**config.mk**
```make
export PLATFORM = sky130hd
export DESIGN_NAME = id_ex_stage
export DESIGN_NICKNAME = d
export VERILOG_FILES = /design/src/rtl/id_ex_stage.sv
export SDC_FILE = /design/constraint.sdc
export NUM_CORES = 1
export LEC_CHECK = 0
export ABC_AREA = 1
export CORE_ASPECT_RATIO = 0.5
export CORE_UTILIZATION = 41
export DETAILED_ROUTE_END_ITERATION = 6
export MAX_ROUTING_LAYER = met4
export PLACE_DENSITY = 0.88
export SLEW_MARGIN = 0
export SYNTH_ARGS = -nofsm -noshare
export SYNTH_HDL_FRONTEND = slang
export SYNTH_SLANG_ARGS = --single-unit
```
**constraint.sdc**
```tcl
create_clock -name clk -period 1.85 [get_ports clk]
set_input_delay 0.2775 -clock clk [delete_from_list [all_inputs] [get_ports clk]]
set_output_delay 0.2775 -clock clk [all_outputs]
set_load 0.005 [all_outputs]
```
**src/rtl/id_ex_stage.sv**
```systemverilog
// ID->EX pipeline register with load-use hazard detection and bubble injection.
// Optional feature: define ID_EX_STALL_CNT_EN to add the saturating stallCnt bubble counter.

`ifndef ALU_OP_LENGTH
`define ALU_OP_LENGTH 4
`endif
`ifndef REG_SRC_LENGTH
`define REG_SRC_LENGTH 3
`endif
`ifndef REG_DST_LENGTH
`define REG_DST_LENGTH 2
`endif

module id_ex_stage #(
  parameter int DATA_W     = 32,
  parameter int REG_ADDR_W = 5
) (
  input  logic                       clk,
  input  logic                       rst,
  input  logic                       Regfile_weD,
  input  logic                       DataMem_weD,
  input  logic [`ALU_OP_LENGTH-1:0]  aluOpD,
  input  logic                       aluSrc2_muxD,
  input  logic [`REG_SRC_LENGTH-1:0] regSrc_muxD,
  input  logic [`REG_DST_LENGTH-1:0] regDst_muxD,
  input  logic                       memToRegD,
  input  logic [DATA_W-1:0]          pcD,
  input  logic [DATA_W-1:0]          rsDataD,
  input  logic [DATA_W-1:0]          rtDataD,
  input  logic [DATA_W-1:0]          immExtD,
  input  logic [REG_ADDR_W-1:0]      rsD,
  input  logic [REG_ADDR_W-1:0]      rtD,
  input  logic [REG_ADDR_W-1:0]      rdD,
  input  logic                       flushE,
  input  logic                       stallE,
  output logic                       stallF,
  output logic                       stallD,
  output logic                       validE,
  output logic                       Regfile_weE,
  output logic                       DataMem_weE,
  output logic [`ALU_OP_LENGTH-1:0]  aluOpE,
  output logic                       aluSrc2_muxE,
  output logic [`REG_SRC_LENGTH-1:0] regSrc_muxE,
  output logic [`REG_DST_LENGTH-1:0] regDst_muxE,
  output logic                       memToRegE,
  output logic [DATA_W-1:0]          pcE,
  output logic [DATA_W-1:0]          rsDataE,
  output logic [DATA_W-1:0]          rtDataE,
  output logic [DATA_W-1:0]          immExtE,
  output logic [REG_ADDR_W-1:0]      rsE,
  output logic [REG_ADDR_W-1:0]      rtE,
  output logic [REG_ADDR_W-1:0]      rdE
`ifdef ID_EX_STALL_CNT_EN
  ,
  output logic [31:0]                stallCnt
`endif
);

  // Hold contract: while stallF/stallD are high the upstream stages must present the
  // same ID instruction again next cycle; stallE high freezes every E output as-is.

  typedef struct packed {
    logic                       regfile_we;
    logic                       datamem_we;
    logic [`ALU_OP_LENGTH-1:0]  alu_op;
    logic                       alu_src2;
    logic [`REG_SRC_LENGTH-1:0] reg_src;
    logic [`REG_DST_LENGTH-1:0] reg_dst;
    logic                       mem_to_reg;
    logic [DATA_W-1:0]          pc;
    logic [DATA_W-1:0]          rs_data;
    logic [DATA_W-1:0]          rt_data;
    logic [DATA_W-1:0]          imm_ext;
    logic [REG_ADDR_W-1:0]      rs;
    logic [REG_ADDR_W-1:0]      rt;
    logic [REG_ADDR_W-1:0]      rd;
  } ex_bundle_t;

  ex_bundle_t d_bundle;
  ex_bundle_t e_q;
  logic       valid_q;
  logic       load_use;
  logic       rt_match;
  logic       do_bubble;
  logic       do_load;

  assign d_bundle = '{
    regfile_we: Regfile_weD,
    datamem_we: DataMem_weD,
    alu_op:     aluOpD,
    alu_src2:   aluSrc2_muxD,
    reg_src:    regSrc_muxD,
    reg_dst:    regDst_muxD,
    mem_to_reg: memToRegD,
    pc:         pcD,
    rs_data:    rsDataD,
    rt_data:    rtDataD,
    imm_ext:    immExtD,
    rs:         rsD,
    rt:         rtD,
    rd:         rdD
  };

  // A load in EX whose destination ($zero excluded) is read by the ID instruction.
  assign rt_match = (e_q.rt == rsD) | (e_q.rt == rtD);
  assign load_use = valid_q & e_q.mem_to_reg & e_q.regfile_we & (e_q.rt != '0) & rt_match;

  assign stallF = load_use | stallE;
  assign stallD = load_use | stallE;

  // Flush beats hold, hold beats the load-use bubble; otherwise the D bundle advances.
  assign do_bubble = flushE | (~stallE & load_use);
  assign do_load   = ~flushE & ~stallE & ~load_use;

  always_ff @(posedge clk or negedge rst) begin
    if (!rst) begin
      e_q     <= '0;
      valid_q <= 1'b0;
    end else if (do_bubble) begin
      e_q     <= '0;
      valid_q <= 1'b0;
    end else if (do_load) begin
      e_q     <= d_bundle;
      valid_q <= 1'b1;
    end
  end

  assign validE       = valid_q;
  assign Regfile_weE  = e_q.regfile_we;
  assign DataMem_weE  = e_q.datamem_we;
  assign aluOpE       = e_q.alu_op;
  assign aluSrc2_muxE = e_q.alu_src2;
  assign regSrc_muxE  = e_q.reg_src;
  assign regDst_muxE  = e_q.reg_dst;
  assign memToRegE    = e_q.mem_to_reg;
  assign pcE          = e_q.pc;
  assign rsDataE      = e_q.rs_data;
  assign rtDataE      = e_q.rt_data;
  assign immExtE      = e_q.imm_ext;
  assign rsE          = e_q.rs;
  assign rtE          = e_q.rt;
  assign rdE          = e_q.rd;

`ifdef ID_EX_STALL_CNT_EN
  // Counts inserted load-use bubbles; saturates and survives flushes.
  logic [31:0] stall_cnt_q;

  always_ff @(posedge clk or negedge rst) begin
    if (!rst) begin
      stall_cnt_q <= '0;
    end else if (load_use && !stallE && (stall_cnt_q != 32'hFFFF_FFFF)) begin
      stall_cnt_q <= stall_cnt_q + 32'd1;
    end
  end

  assign stallCnt = stall_cnt_q;
`endif

endmodule
```
# ---- Word-level counts from Yosys, hierarchy flattened
# Index checks and enable logic that the tools add are counted.
# W data, S select, Z words.
dict set report totals {
  regBits 157
  input_bits 160
}
dict set report op_classes {
  eq_ne 2
  n_mux 4
  n_bitwise 13
  reduce_logical 2
}
# cell n
set op_table {}
lappend op_table {{$mux W156} 2}
lappend op_table {{$eq A5 B5 Y1} 2}
lappend op_table {{$and A1 B1 Y1} 7}
lappend op_table {{$reduce_bool A5 Y1} 1}
lappend op_table {{$not A1 Y1} 3}
lappend op_table {{$or A1 B1 Y1} 3}
lappend op_table {{$mux W1} 2}
lappend op_table {{$reduce_bool A2 Y1} 1}

# ---- Longest topological paths before layout
dict set report depth {
  depth_word 8
  depth_mapped 11
  ltp_nobuf 9
}

# ---- Least setup slack after synthesis
# OpenSTA, ideal clock, no wires.
dict set report synth_path {
  path_type {reg-to-output}
  start {register e_q, in the netlist rtE[2]}
  end {output stallF}
  t_arrival_ps 1225
  t_required_ps 1572
  slack_ps 348
  path_stages_with_launch 11
  n_path_buf 2
  path_cell_list {dfrtp_1 -> inv_1 -> nand2_1 -> nand2_1 -> nor2_1 -> nand3_1 -> nand2_1 -> nand2_2 -> buf_4 -> nand2_1 -> buf_4}
}
dict set report synth_via {
  elab_chain_len 4
  word_cells_on_any_way 7
  classes_between {2 x eq/ne; 4 x bitwise; 1 x reduce/logical}
}
# item line_no
set synth_rtl {}
lappend synth_rtl {{start: declaration} 80} ;# ex_bundle_t e_q;
lappend synth_rtl {{start signal: assignment} 123} ;# e_q <= d_bundle;
lappend synth_rtl {{$eq A5 B5 Y1 / $reduce_bool A5 Y1 (equally long branches)} {105, 106}}
lappend synth_rtl {{$or A1 B1 Y1 / $and A1 B1 Y1 (equally long branches)} {105, 106}}
lappend synth_rtl {{$and A1 B1 Y1 *} 106} ;# assign load_use = valid_q & e_q.mem_to_reg & e_q.regfile_we & (e_q.rt != '0) & rt_match;
lappend synth_rtl {{$or A1 B1 Y1 *} --}
lappend synth_rtl {{end: declaration} 36} ;# output logic stallF,
# Mark *: on every way between the ends. The rest lies on a longest branch, timed or not.

# ---- Final worst setup path
dict set report layout_path {
  start {register e_q, in the netlist rtE[0]}
  end {output stallD}
}
dict set report layout_via {
  elab_chain_len 4
  word_cells_on_any_way 7
  classes_between {2 x eq/ne; 4 x bitwise; 1 x reduce/logical}
}
# item line_no
set layout_rtl {}
lappend layout_rtl {{$eq A5 B5 Y1 / $reduce_bool A5 Y1 (equally long branches)} {105, 106}}
lappend layout_rtl {{$or A1 B1 Y1 / $and A1 B1 Y1 (equally long branches)} {105, 106}}
lappend layout_rtl {{$and A1 B1 Y1 *} 106}
lappend layout_rtl {{$or A1 B1 Y1 *} 109} ;# assign stallD = load_use | stallE;
lappend layout_rtl {{end: declaration} 37} ;# output logic stallD,
# Marks and branches as above.

==> results by group <==
Run status
  • Status: finished, violations left
  • Failing checks: negative setup slack

Routing
  • Antenna-violating nets left: 0
  • First drt pass iteration count: 5
  • Vias per inst: 5.186
  • Final WL: around 22000 um
  • Initial DRC count: 303
  • DRC Markers: 0
  • Wire per inst: 17.17 um
  • Via count: 6659

Logic synthesis
  • Seq/Total Area, Yosys: 0.5878
  • Area share of the largest cell type after synthesis: 0.5878
  • Synth cell types: 15
  • Top post-synthesis cells by area: dfrtp_1 (59%), nand2_1 (19%), nand4_1 (15%)
  • Warnings, synthesis: 0
  • Synth Area per Inst: 8.912 sq um
  • Post-Syn Nets: around 900
  • Yosys reg bits: 157
  • Area leader, netlist: dfrtp_1
  • Syn Inst Count: 750
  • Mapped cell area: between 6000 and 7000 sq um

Final layout
  • # diodes: 0
  • Share of cells above drive strength 1: 0.08561
  • Nets: 1210
  • Cell Count, Final, Fillers Out: between 1000 and 1500
  • Area growth from synthesis to layout: 62.92%
  • Commonest non-fill, non-tap cell in the layout: nand2_1
  • Final instance area: approximately 11000 sq um
  • Commonest non-fill, non-tap cells in the layout: nand2_1 (329), clkdlybuf4s50_1 (313), nand4_1 (158), dfrtp_1 (155), clkbuf_16 (19)

Power
  • Net Switching: ~2200 uW
  • Gate power share: 0.159
  • PwrDens: 786.5 nW/um^2
  • LEAKAGE: about 0.0053 uW
  • Clock Power Share: 0.404
  • Internal power contribution: between 6000 and 7000 uW
  • Total power: around 8600 uW
  • Switching Fraction: 0.2564
  • Max IR drop VDD: roughly 0.70 mV
  • Flop pwr share: 0.437

Timing
  • Final Hold Fails: 0
  • RSZ-0062 raised after global routing: true
  • Minimum clock period: roughly 1.9 ns
  • Setup skew after layout: 0.01249 ns
  • Min Hold Slack: ~0.4 ns
  • Final Slew Violations: 0
  • Fmax: between 0.5 and 0.6 GHz
  • Crit share post-route: 1.008
  • Final Worst Setup Slack: -0.01485 ns
  • Max transition margin: 0.6772
  • Final setup fails: 2
  • Tightest Pin Transition: roughly 0.48 ns

GRT
  • Global-route wire length before repair: between 30000 and 40000 um
  • Largest net degree at the start of global routing: a little over 90
  • Grt total ovfl: 0
  • Tot GR Track Use: 0.2576
  • Initial antenna violation count: 0
  • Vias in the first global route: between 6000 and 7000

Worst setup path
  • Crit Path Class: reg2out
  • Startpoint Class: flip-flop
  • Crit. End Element: output pin
  • CP max FO: 6
  • Required @ worst endpoint: 1.57 ns
  • Critical path arrival: roughly 1.6 ns

Clocking
  • Clock latency on the worst-skew pair: 0.42 ns
  • Num CTS Buffers: 17
  • Root Buffer: clkbuf_16
  • Number of clock sinks: around 160
  • CTS tree: done
  • H-Tree Depth: 4
  • Reg clk slew, reported paths: around 0.07 ns
  • Clk buf depth: 2

Placement
  • GPL Wtd Cong: approximately 0.85
  • # port buffers: 318
  • Placed Area: approximately 10000 sq um
  • Placed cells: 1247
  • HPWL after DPL: ~15000 um

Floorplanning
  • Initial Util: 0.4270
  • Core ar.: about 16000 sq um
  • Io pins: ~320
  • Die ar.: approximately 17000 sq um
  • Chip Height: roughly 92 um
  • Die X: between 150 and 200 um
  • Row Count: 32

Worst hold path
  • HP Class: in2async

Run
  • Total of max-cap violations: 0
## path summary, 6_finish.rpt
| path | to | from | slack, ns | depth (start not counted) |
|---|---|---|---|---|
| worst max-delay path | stallD | rtE[0] | -0.01 | 8 |
| worst min-delay path | regDst_muxE[1] | rst | 0.39 | 2 |
| worst max register to register | rsDataE[4] | rtE[0] | 0.06 | 10 |
| worst min register to register | immExtE[24] | immExtE[24] | 0.48 | 2 |
| max in group asynchronous | immExtE[8] | rst | 0.86 | 3 |
| min in group clk | rsDataE[28] | rsDataD[28] | 0.41 | 3 |
## cells in the mapped netlist
cell type	number
buf_2	4
inv_2	2
nand4_1	158
nand2_2	1
buf_6	14
nand3_1	2
buf_1	4
nor2_1	10
dfrtp_1	157
buf_4	2
xnor2_1	2
inv_1	13
o21ai_0	1
nand2_1	335
clkbuf_1	45
## power groups by stage
stage / clock network, uW / registers [uW] / logic (uW)
6_report: 3460 / 3740 / 1360
2_1_floorplan: 0 / 3810 / 335
3_3_place_gp: 0 / 3790 / 1310
5_1_grt: 3680 / 3760 / 1460
3_5_place_dp: 0 / 3800 / 1340
4_1_cts: 3520 / 3740 / 1350
## flip-flops by register name (all words and copies together), names as in the netlist
name / flops
rsDataE: 32
regDst_muxE: 2
rtDataE: 32
rdE: 5
rtE: 5
rsE: 5
pcE: 32
Regfile_weE: 1
aluSrc2_muxE: 1
immExtE: 32
aluOpE: 4
memToRegE: 1
validE: 1
regSrc_muxE: 3
DataMem_weE: 1
## cells by family after synthesis
group           after synthesis  share of synthesized area
flops                       157                     0.5878
buf+inv                      84                    0.06477
xor+xnor                      2                   0.002621
simple gates                506                     0.3441
compound gates                1                  0.0007481
## metal layers
metal  up-vias  global-route usage  part of all wire
met4         0              0.1127             0.036
li1       3119                   -                 -
met1      3216              0.2955              0.40
met5         -                   -                 0
met2       262              0.4472              0.51
met3        62             0.04488             0.049
## worst max-delay path, stage by stage, from the launching register on
cell and delay, ns:
dfrtp_2 0.46, buf_6 0.14, nor2_2 0.08, nand4_1 0.10, nand4_1 0.10, inv_2 0.05, nand2_4 0.08, nand2_4 0.06
buf_6 0.11
## final cells by class
cell class                      count  area [sq um]
Fill cell                        1164          4766
Multi-Input combinational cell    509          2380
Clock buffer                       18         439.2
Clock inverter                     14         151.4
Inverter                           15         61.31
Timing Repair Buffer              350          3650
Tap cell                          221         276.5
Sequential cell                   157          3931
## through the flow
stage	utilization	TNS (ns)	setup slack [ns]
detailed placement	0.6484	-22.83	-0.3741
finish	0.6956	-0.02779	-0.01485
global route	0.6956	-0.2685	-0.07909
CTS	0.6891	-0.06408	-0.03304
global placement	0.6484	-15.65	-0.3352
floorplan	-	0	0.3477
## repair_timing
action                                 CTS  global route
hold buffers                             1             0
gates cloned                             0             2
endpoints found under the hold margin   43             0
resized for setup                       19            16
setup endpoints to repair                4            96
buffers inserted                         2             0
pin swaps                                3             8
Power figures use the tool's default switching activity.
